**src/rtl/legv8_pkg.sv**
```systemverilog
// Shared LEGv8 datapath constants: data width and PC-select encodings.
package legv8_pkg;

  // Datapath width for the 64-bit LEGv8 core.
  localparam int unsigned XLEN = 64;

  // PC-select (PS) codes driven by the control unit.
  localparam logic [1:0] PS_HOLD   = 2'b00;  // stall / halt
  localparam logic [1:0] PS_INC    = 2'b01;  // sequential, PC + 4
  localparam logic [1:0] PS_LOAD   = 2'b10;  // absolute target from in
  localparam logic [1:0] PS_BRANCH = 2'b11;  // PC + (in << 2)

  // Bytes per instruction word; used for both PC4 and sequential fetch.
  localparam logic [XLEN-1:0] INSTR_BYTES = 64'd4;

endpackage

```
**src/rtl/program_counter2_if.sv**
```systemverilog
// Bus between the control/datapath and the program-counter unit.
interface program_counter2_if;
  import legv8_pkg::*;

  logic [1:0]      PS;   // PC-select code
  logic [XLEN-1:0] in;   // absolute target or sign-extended word offset
  logic [XLEN-1:0] PC;   // current instruction address
  logic [XLEN-1:0] PC4;  // PC + 4 for the link/return path

  // Control side: chooses the next PC and observes the current one.
  modport master (
    output PS,
    output in,
    input  PC,
    input  PC4
  );

  // PC unit side.
  modport slave (
    input  PS,
    input  in,
    output PC,
    output PC4
  );

endinterface

```
**src/rtl/pc_register.sv**
```systemverilog
// 64-bit D register with synchronous active-high reset; holds the PC.
module pc_register
  import legv8_pkg::*;
(
  input  logic            clock,
  input  logic            reset,
  input  logic [XLEN-1:0] d,
  output logic [XLEN-1:0] q
);

  // Load the next PC every edge; reset wins over any data.
  always_ff @(posedge clock) begin
    if (reset) begin
      q <= '0;
    end else begin
      q <= d;
    end
  end

endmodule

```
**src/rtl/program_counter2.sv**
```systemverilog
// LEGv8 program-counter unit: PC register plus next-PC adders and 4:1 select.
module program_counter2
  import legv8_pkg::*;
(
  input  logic               clock,
  input  logic               reset,
  program_counter2_if.slave  bus
);

  // Net names kept as-is so they can be probed hierarchically.
  logic [XLEN-1:0] regOut;
  logic [XLEN-1:0] addOut;
  logic [XLEN-1:0] muxOut;
  logic [XLEN-1:0] branch_target;

  // Modulo-2^64 adds; carry-out is intentionally dropped so negative
  // two's-complement offsets branch backward and PC wraps to 0.
  assign addOut        = regOut + INSTR_BYTES;
  assign branch_target = regOut + (bus.in << 2);

  // Next-PC selection from the PS code.
  always_comb begin
    muxOut = regOut;
    unique case (bus.PS)
      PS_HOLD:   muxOut = regOut;
      PS_INC:    muxOut = addOut;
      PS_LOAD:   muxOut = bus.in;  // loaded as given, no alignment check
      PS_BRANCH: muxOut = branch_target;
      default:   muxOut = regOut;
    endcase
  end

  pc_register u_pc_register (
    .clock (clock),
    .reset (reset),
    .d     (muxOut),
    .q     (regOut)
  );

  assign bus.PC  = regOut;
  assign bus.PC4 = addOut;

endmodule

```
**src/flat_wrapper.sv**
```systemverilog
// flat-port wrapper written by rule: the top's interface ports become plain ports
module program_counter2_flat import legv8_pkg::*;
  (clock, reset, bus_PS, bus_in, bus_PC, bus_PC4);
  program_counter2_if bus_i ();
  input  logic clock;
  input  logic reset;
  input wire logic [$bits(bus_i.PS)-1:0] bus_PS;
  input wire logic [$bits(bus_i.in)-1:0] bus_in;
  output wire logic [$bits(bus_i.PC)-1:0] bus_PC;
  output wire logic [$bits(bus_i.PC4)-1:0] bus_PC4;
  assign bus_i.PS = bus_PS;
  assign bus_i.in = bus_in;
  assign bus_PC = bus_i.PC;
  assign bus_PC4 = bus_i.PC4;
  program_counter2 u_core (.clock(clock), .reset(reset), .bus(bus_i));
endmodule
```
**config.mk**
```make
export PLATFORM = sky130hd
export DESIGN_NAME = program_counter2_flat
export DESIGN_NICKNAME = d
export VERILOG_FILES = /design/src/rtl/legv8_pkg.sv /design/src/rtl/program_counter2_if.sv /design/src/rtl/pc_register.sv /design/src/rtl/program_counter2.sv /design/src/flat_wrapper.sv
export SDC_FILE = /design/constraint.sdc
export NUM_CORES = 1
export LEC_CHECK = 0
export CAP_MARGIN = 5
export CORE_ASPECT_RATIO = 1.75
export CORE_MARGIN = 3
export CORE_UTILIZATION = 53
export CTS_CLUSTER_DIAMETER = 40
export DETAILED_ROUTE_END_ITERATION = 12
export GPL_ROUTABILITY_DRIVEN = 1
export PLACE_DENSITY = 0.79
export SYNTH_ARGS = -nofsm -noshare
export SYNTH_HDL_FRONTEND = slang
export SYNTH_HIERARCHICAL = 1
export SYNTH_SLANG_ARGS = --single-unit
```
**constraint.sdc**
```tcl
create_clock -name clock -period 4.6 [get_ports clock]
set_clock_uncertainty 0.1 [all_clocks]
set_input_delay 1.15 -clock clock [delete_from_list [all_inputs] [get_ports clock]]
set_output_delay 1.15 -clock clock [all_outputs]
set_load 0.03 [all_outputs]
```
After elaboration in Yosys (flattened, before gate mapping)
Index checks and enable logic that the tools add are counted.
- output and inout bits: 128
- flip-flop bits (word level): 64
- eq/ne operators: 3
- muxes and demuxes: 1
- $add $sub $neg: 2
- reductions and logical operators: 1
- operators with widths (operator ; count):
    case mux 64 bit (3 select lines) ; 1
    adder 64 x 3 -> 64 bit, second input constant ; 1
    adder 64 bit ; 1
    equality test 2 bit, second input constant ; 2
    equality test 2 x 1 -> 1 bit, second input constant ; 1
    logical NOT 2 bit ; 1

Depth between registers and ports, before layout
- depth in word-level cells: 2
- mapped depth: 13
- gate-level depth less buffers: 13

Hierarchy
Netlist, hierarchy kept.
- by module, submodules not included (module ; cells each ; seq. area each (µm²) ; instances ; area an instance (µm²)):
    program_counter2 ; 1036 ; 0.0 ; 1 ; 7219.4
    pc_register ; 135 ; 1281.2 ; 1 ; 1918.1

Worst setup path after synthesis
Ideal clock, no wire load.
- kind: reg2out
- start: reg u_core.u_pc_register.q[4]
- end: out bus_PC4[54]
- setup slack: 666 ps
- arrival time: 2684 ps
- stages on the path, launching flop included: 10
- required time: 3350 ps
- cells stage by stage: dfxtp_1 buf_2 nand4_1 nor3_2 and2_1 buf_2 nand3_2 nor3_2 and3_1 xor2_1
- longest elaborated chain between the ends: 1
- RTL lines (element ; RTL line ; text):
    start: declaration ; pc_register.sv:8 ; output logic [XLEN-1:0] q
    start signal: assignment ; pc_register.sv:14 ; q <= '0;
    start signal: assignment ; pc_register.sv:16 ; q <= d;
    adder 64 x 3 -> 64 bit ; program_counter2.sv:18 ; assign addOut = regOut + INSTR_BYTES;
    end: declaration ; flat_wrapper.sv:10 ; output wire logic [$bits(bus_i.PC4)-1:0] bus_PC4;
Every way passes these cells.

Worst setup path in the final report
- start: reg u_core.u_pc_register.q[16]
- end: out bus_PC4[63]
The elaborated chain is that of the path after synthesis.

==> results.md <==
| Quantity | Reported |
|:---|:---|
| Largest registers in the final layout | u_core/u_pc_register/q (64) |
| Fin crit share | 96.3% |
| Initial antenna violation count | 2 |
| Sequential element share of the synthesized area | 14.0% |
| TritonCTS clock tree | built |
| Clock latency on the worst-skew pair | 0.35 ns |
| Arrival time at the worst endpoint | 3.18 ns |
| Placement Cell Area | 12000 sq um |
| Library cells used by synthesis | 83 |
| CTS HTree Levels | 3 |
| Count of input and output buffers | 195 |
| Detailed router's first-iteration violation count | 799 |
| Post-synthesis cell area | 9140 sq um |
| Initial Util | 54.8% |
| Routed length per instance | 22.4 um |
| Result of the run | finished clean |
| Series of cell instances along the critical path | nand4_1 > nor3_2 > buf_4 > nand4_1 > buf_4 > nor4_2 > nand2_1 > nor3_4 > xor2_1 > buf_12 |
| Static Leak | 5.29 nW |
| Root buffer cell | sky130_fd_sc_hd__clkbuf_16 |
| Largest net degree at the start of global routing | 56 |
| Ports placed on the boundary | 196 |
| Die footprint | 18900 sq um |
| Max reg flops | 64 |
| Worst EP required | 3.35 ns |
| Least-Margin Pin Slew | 0.854 ns |
| First-pass DRT Iterations | 6 |
| Total wire length | 37.5 mm |
| Worst setup margin | 0.169 ns |
| DRC violations left | 0 |
| Clock buffers created by TritonCTS | 9 |
| Max-cap viol count | 0 |
| Detailed placer's ending HPWL | 29.6 mm |
| GRT Resource Usage Total | 38.7% |
| Number of synthesized flops with an enable pin | 0 |
| Vias after detailed routing | 10680 |
| Largest incremental delay on the critical path | 0.45 ns |
| Register with the highest flop count | u_core/u_pc_register/q |
| Number of instances in the synthesized netlist | 1171 |
| Total global routing overflow | 0 |
| Synthesized Nets | 1302 |
| Placeable core region | 16700 sq um |
| Post-route cell area | 12400 sq um |
| Power per unit of standard cell area | 266 nW/um^2 |
| WS Path Type | reg -> out |
| Clk sink count | 64 |
| RD Place Congestion | 1.03 |
| Setup crit end kind | output port |
| Number of nets in the layout | 1571 |
| Synthesis-stage register bit count | 64 |
| Cell with the largest stage delay on the worst path | sky130_fd_sc_hd__dfxtp_1 |
| Pins over their slew limit | 0 |
| Launching element type of the critical path | register |
| Fmax | 0.226 GHz |
| Via count normalized by instance count | 6.39 |
| Avg Synthesized Cell Area | 7.80 sq um |
| Share of synthesized registers carrying an async set or reset | 0% |
| Clock period minus final worst setup slack | 4.43 ns |
| Maximum VDD drop | 0.222 mV |
| Post-DRT Antenna Nets | 0 |
| Worst-path maximum fanout | 6 |
| Headroom to the max-slew limit | 43.1% |
| Share of final-layout standard cells stronger than drive strength 1 | 19.8% |
| Final Power | 0.00330 W |
| Final count of negative-setup-slack endpoints | 0 |
| Final count of hold timing violations | 0 |
| Die W | 105 um |
| Global-route wire length before repair | 58.2 mm |
| Worst hold margin | 0.549 ns |
| Area added between synthesis and finish | 35.8% |
| Hold WC Path Type | reg -> reg |
| Die Y | 180 um |
| Synth warnings | 6 |
| Clock slew at the register clock pins of the worst setup and hold paths | 0.06 ns |
| Number of global-route vias before repair | 10795 |
| Std cell rows | 62 |
| Most used flip-flop cell after synthesis | sky130_fd_sc_hd__dfxtp_1 |
| Maximum count of clock buffers along a single path | 2 |
| Worst setup timing slack at the placement stage | -0.245 ns |
per-stage QoR:
step                util (%)  cells  TNS [ns]
floorplan                  -   1171         0
global placement        72.2   1651    -0.593
detailed placement      72.2   1651     -1.13
CTS                     74.1   1669         0
global route            74.4   1671   -0.0244
finish                  74.4   1672         0
cell usage after synthesis, drive strengths merged, types with 3 or more instances:
| cell type | n | area share [%] |
|---|---|---|
| mux2i | 20 | 2.2 |
| xor2 | 51 | 4.9 |
| a2111oi | 3 | 0.36 |
| o31a | 10 | 0.96 |
| xnor2 | 53 | 5.1 |
| nor4 | 11 | 0.82 |
| a221oi | 4 | 0.38 |
| o211ai | 5 | 0.41 |
| inv | 38 | 1.6 |
| o2111ai | 3 | 0.29 |
| o21bai | 21 | 1.7 |
| o22ai | 11 | 0.75 |
| buf | 18 | 1.6 |
| nand4 | 29 | 2.0 |
| and3 | 24 | 1.6 |
| nand3b | 4 | 0.33 |
| or3 | 8 | 0.55 |
| a21boi | 7 | 0.58 |
| dfxtp | 64 | 14 |
| nor2 | 76 | 3.1 |
| a21oi | 105 | 5.8 |
| o31ai | 9 | 0.89 |
| mux4 | 30 | 7.4 |
| a31oi | 11 | 0.89 |
| o221ai | 5 | 0.48 |
| clkbuf | 52 | 2.2 |
| nor3 | 29 | 1.9 |
| o21ai | 44 | 2.4 |
| nor2b | 77 | 6.9 |
| nand2 | 92 | 3.8 |
| ha | 62 | 8.5 |
| o22a | 5 | 0.48 |
| and4 | 3 | 0.29 |
| nand3 | 55 | 3.1 |
| a211oi | 20 | 1.8 |
| or2 | 4 | 0.27 |
| a21o | 34 | 2.8 |
| o21a | 10 | 0.82 |
| o41ai | 3 | 0.29 |
| mux2 | 12 | 1.5 |
| and2 | 15 | 1.0 |
| o32ai | 3 | 0.29 |
| nand2b | 3 | 0.21 |
layout make-up:
type                            instances  area (sq um)
Timing Repair Buffer                  328          2980
Tap cell                              224           280
Multi-Input combinational cell        998          7420
Clock inverter                          4          27.5
Antenna cell                            3          7.51
Inverter                               39           146
Fill cell                            1346          4270
Sequential cell                        64          1280
Clock buffer                           12           267
cells by family after synthesis:
logic type	synth area share, %
compound gates	24.2
xor+xnor	9.97
fa+ha+maj	8.71
buf+inv	5.34
flops	14.0
mux	11.1
simple gates	26.7
worst paths after layout:
path | start | end | slack, ns | cells after the start
setup / recovery | u_core/u_pc_register/q[16]$_SDFF_PP0_ | bus_PC4[63] | 0.17 | 10
hold / removal | u_core/u_pc_register/q[1]$_SDFF_PP0_ | u_core/u_pc_register/q[1]$_SDFF_PP0_ | 0.55 | 3
setup reg to reg | u_core/u_pc_register/q[2]$_SDFF_PP0_ | u_core/u_pc_register/q[26]$_SDFF_PP0_ | 0.95 | 14
hold reg to reg | u_core/u_pc_register/q[1]$_SDFF_PP0_ | u_core/u_pc_register/q[1]$_SDFF_PP0_ | 0.55 | 3
critical path, delay by kind of cell (launching register included):
family	cells	cell delay, ns
xor gates and xnor gates	1	0.28
and+or+nand+nor	6	1.53
buffers and inverters	3	0.57
DFF	1	0.45
what timing repair did:
| item | CTS | global route |
|---|---|---|
| setup endpoints to repair | 7 | 15 |
| pin swaps | 1 | 2 |
| hold endpoints to repair | 0 | 0 |
| hold buffers | 0 | 0 |
| gates resized for setup | 3 | 13 |
| setup buffers | 2 | 0 |
| cloned | 0 | 0 |
where the power goes:
part | switching (W) | internal (W)
sequential | 0.0000921 | 0.000613
clock | 0.000287 | 0.000408
combinational | 0.00104 | 0.000853
metal layers:
metal / wire length (um) / GRT usage (%)
met3: 2120 / 4.74
met5: 0 / 0
met4: 3370 / 30.5
met1: 12300 / 37.4
met2: 19700 / 72.1
cells in the final DEF (no fill, tap or decap), types with 11 or more instances in the layout:
cell type	count
sky130_fd_sc_hd__inv_1	38
sky130_fd_sc_hd__buf_4	134
sky130_fd_sc_hd__a21oi_1	104
sky130_fd_sc_hd__nand4_1	29
sky130_fd_sc_hd__nand3_1	54
sky130_fd_sc_hd__a211oi_1	18
sky130_fd_sc_hd__nand2_1	92
sky130_fd_sc_hd__nor2b_1	16
sky130_fd_sc_hd__o22ai_1	11
sky130_fd_sc_hd__xor2_1	51
sky130_fd_sc_hd__mux2_2	12
sky130_fd_sc_hd__nor2_1	75
sky130_fd_sc_hd__o21bai_1	21
sky130_fd_sc_hd__clkdlybuf4s50_1	184
sky130_fd_sc_hd__a21o_1	34
sky130_fd_sc_hd__nor3_1	21
sky130_fd_sc_hd__dfxtp_1	64
sky130_fd_sc_hd__mux4_2	30
sky130_fd_sc_hd__mux2i_1	20
sky130_fd_sc_hd__nor2b_2	61
sky130_fd_sc_hd__ha_1	62
sky130_fd_sc_hd__and3_1	24
sky130_fd_sc_hd__o21ai_0	42
sky130_fd_sc_hd__xnor2_1	53
sky130_fd_sc_hd__and2_1	15
Note: power is estimated with default switching activity, not from simulation.
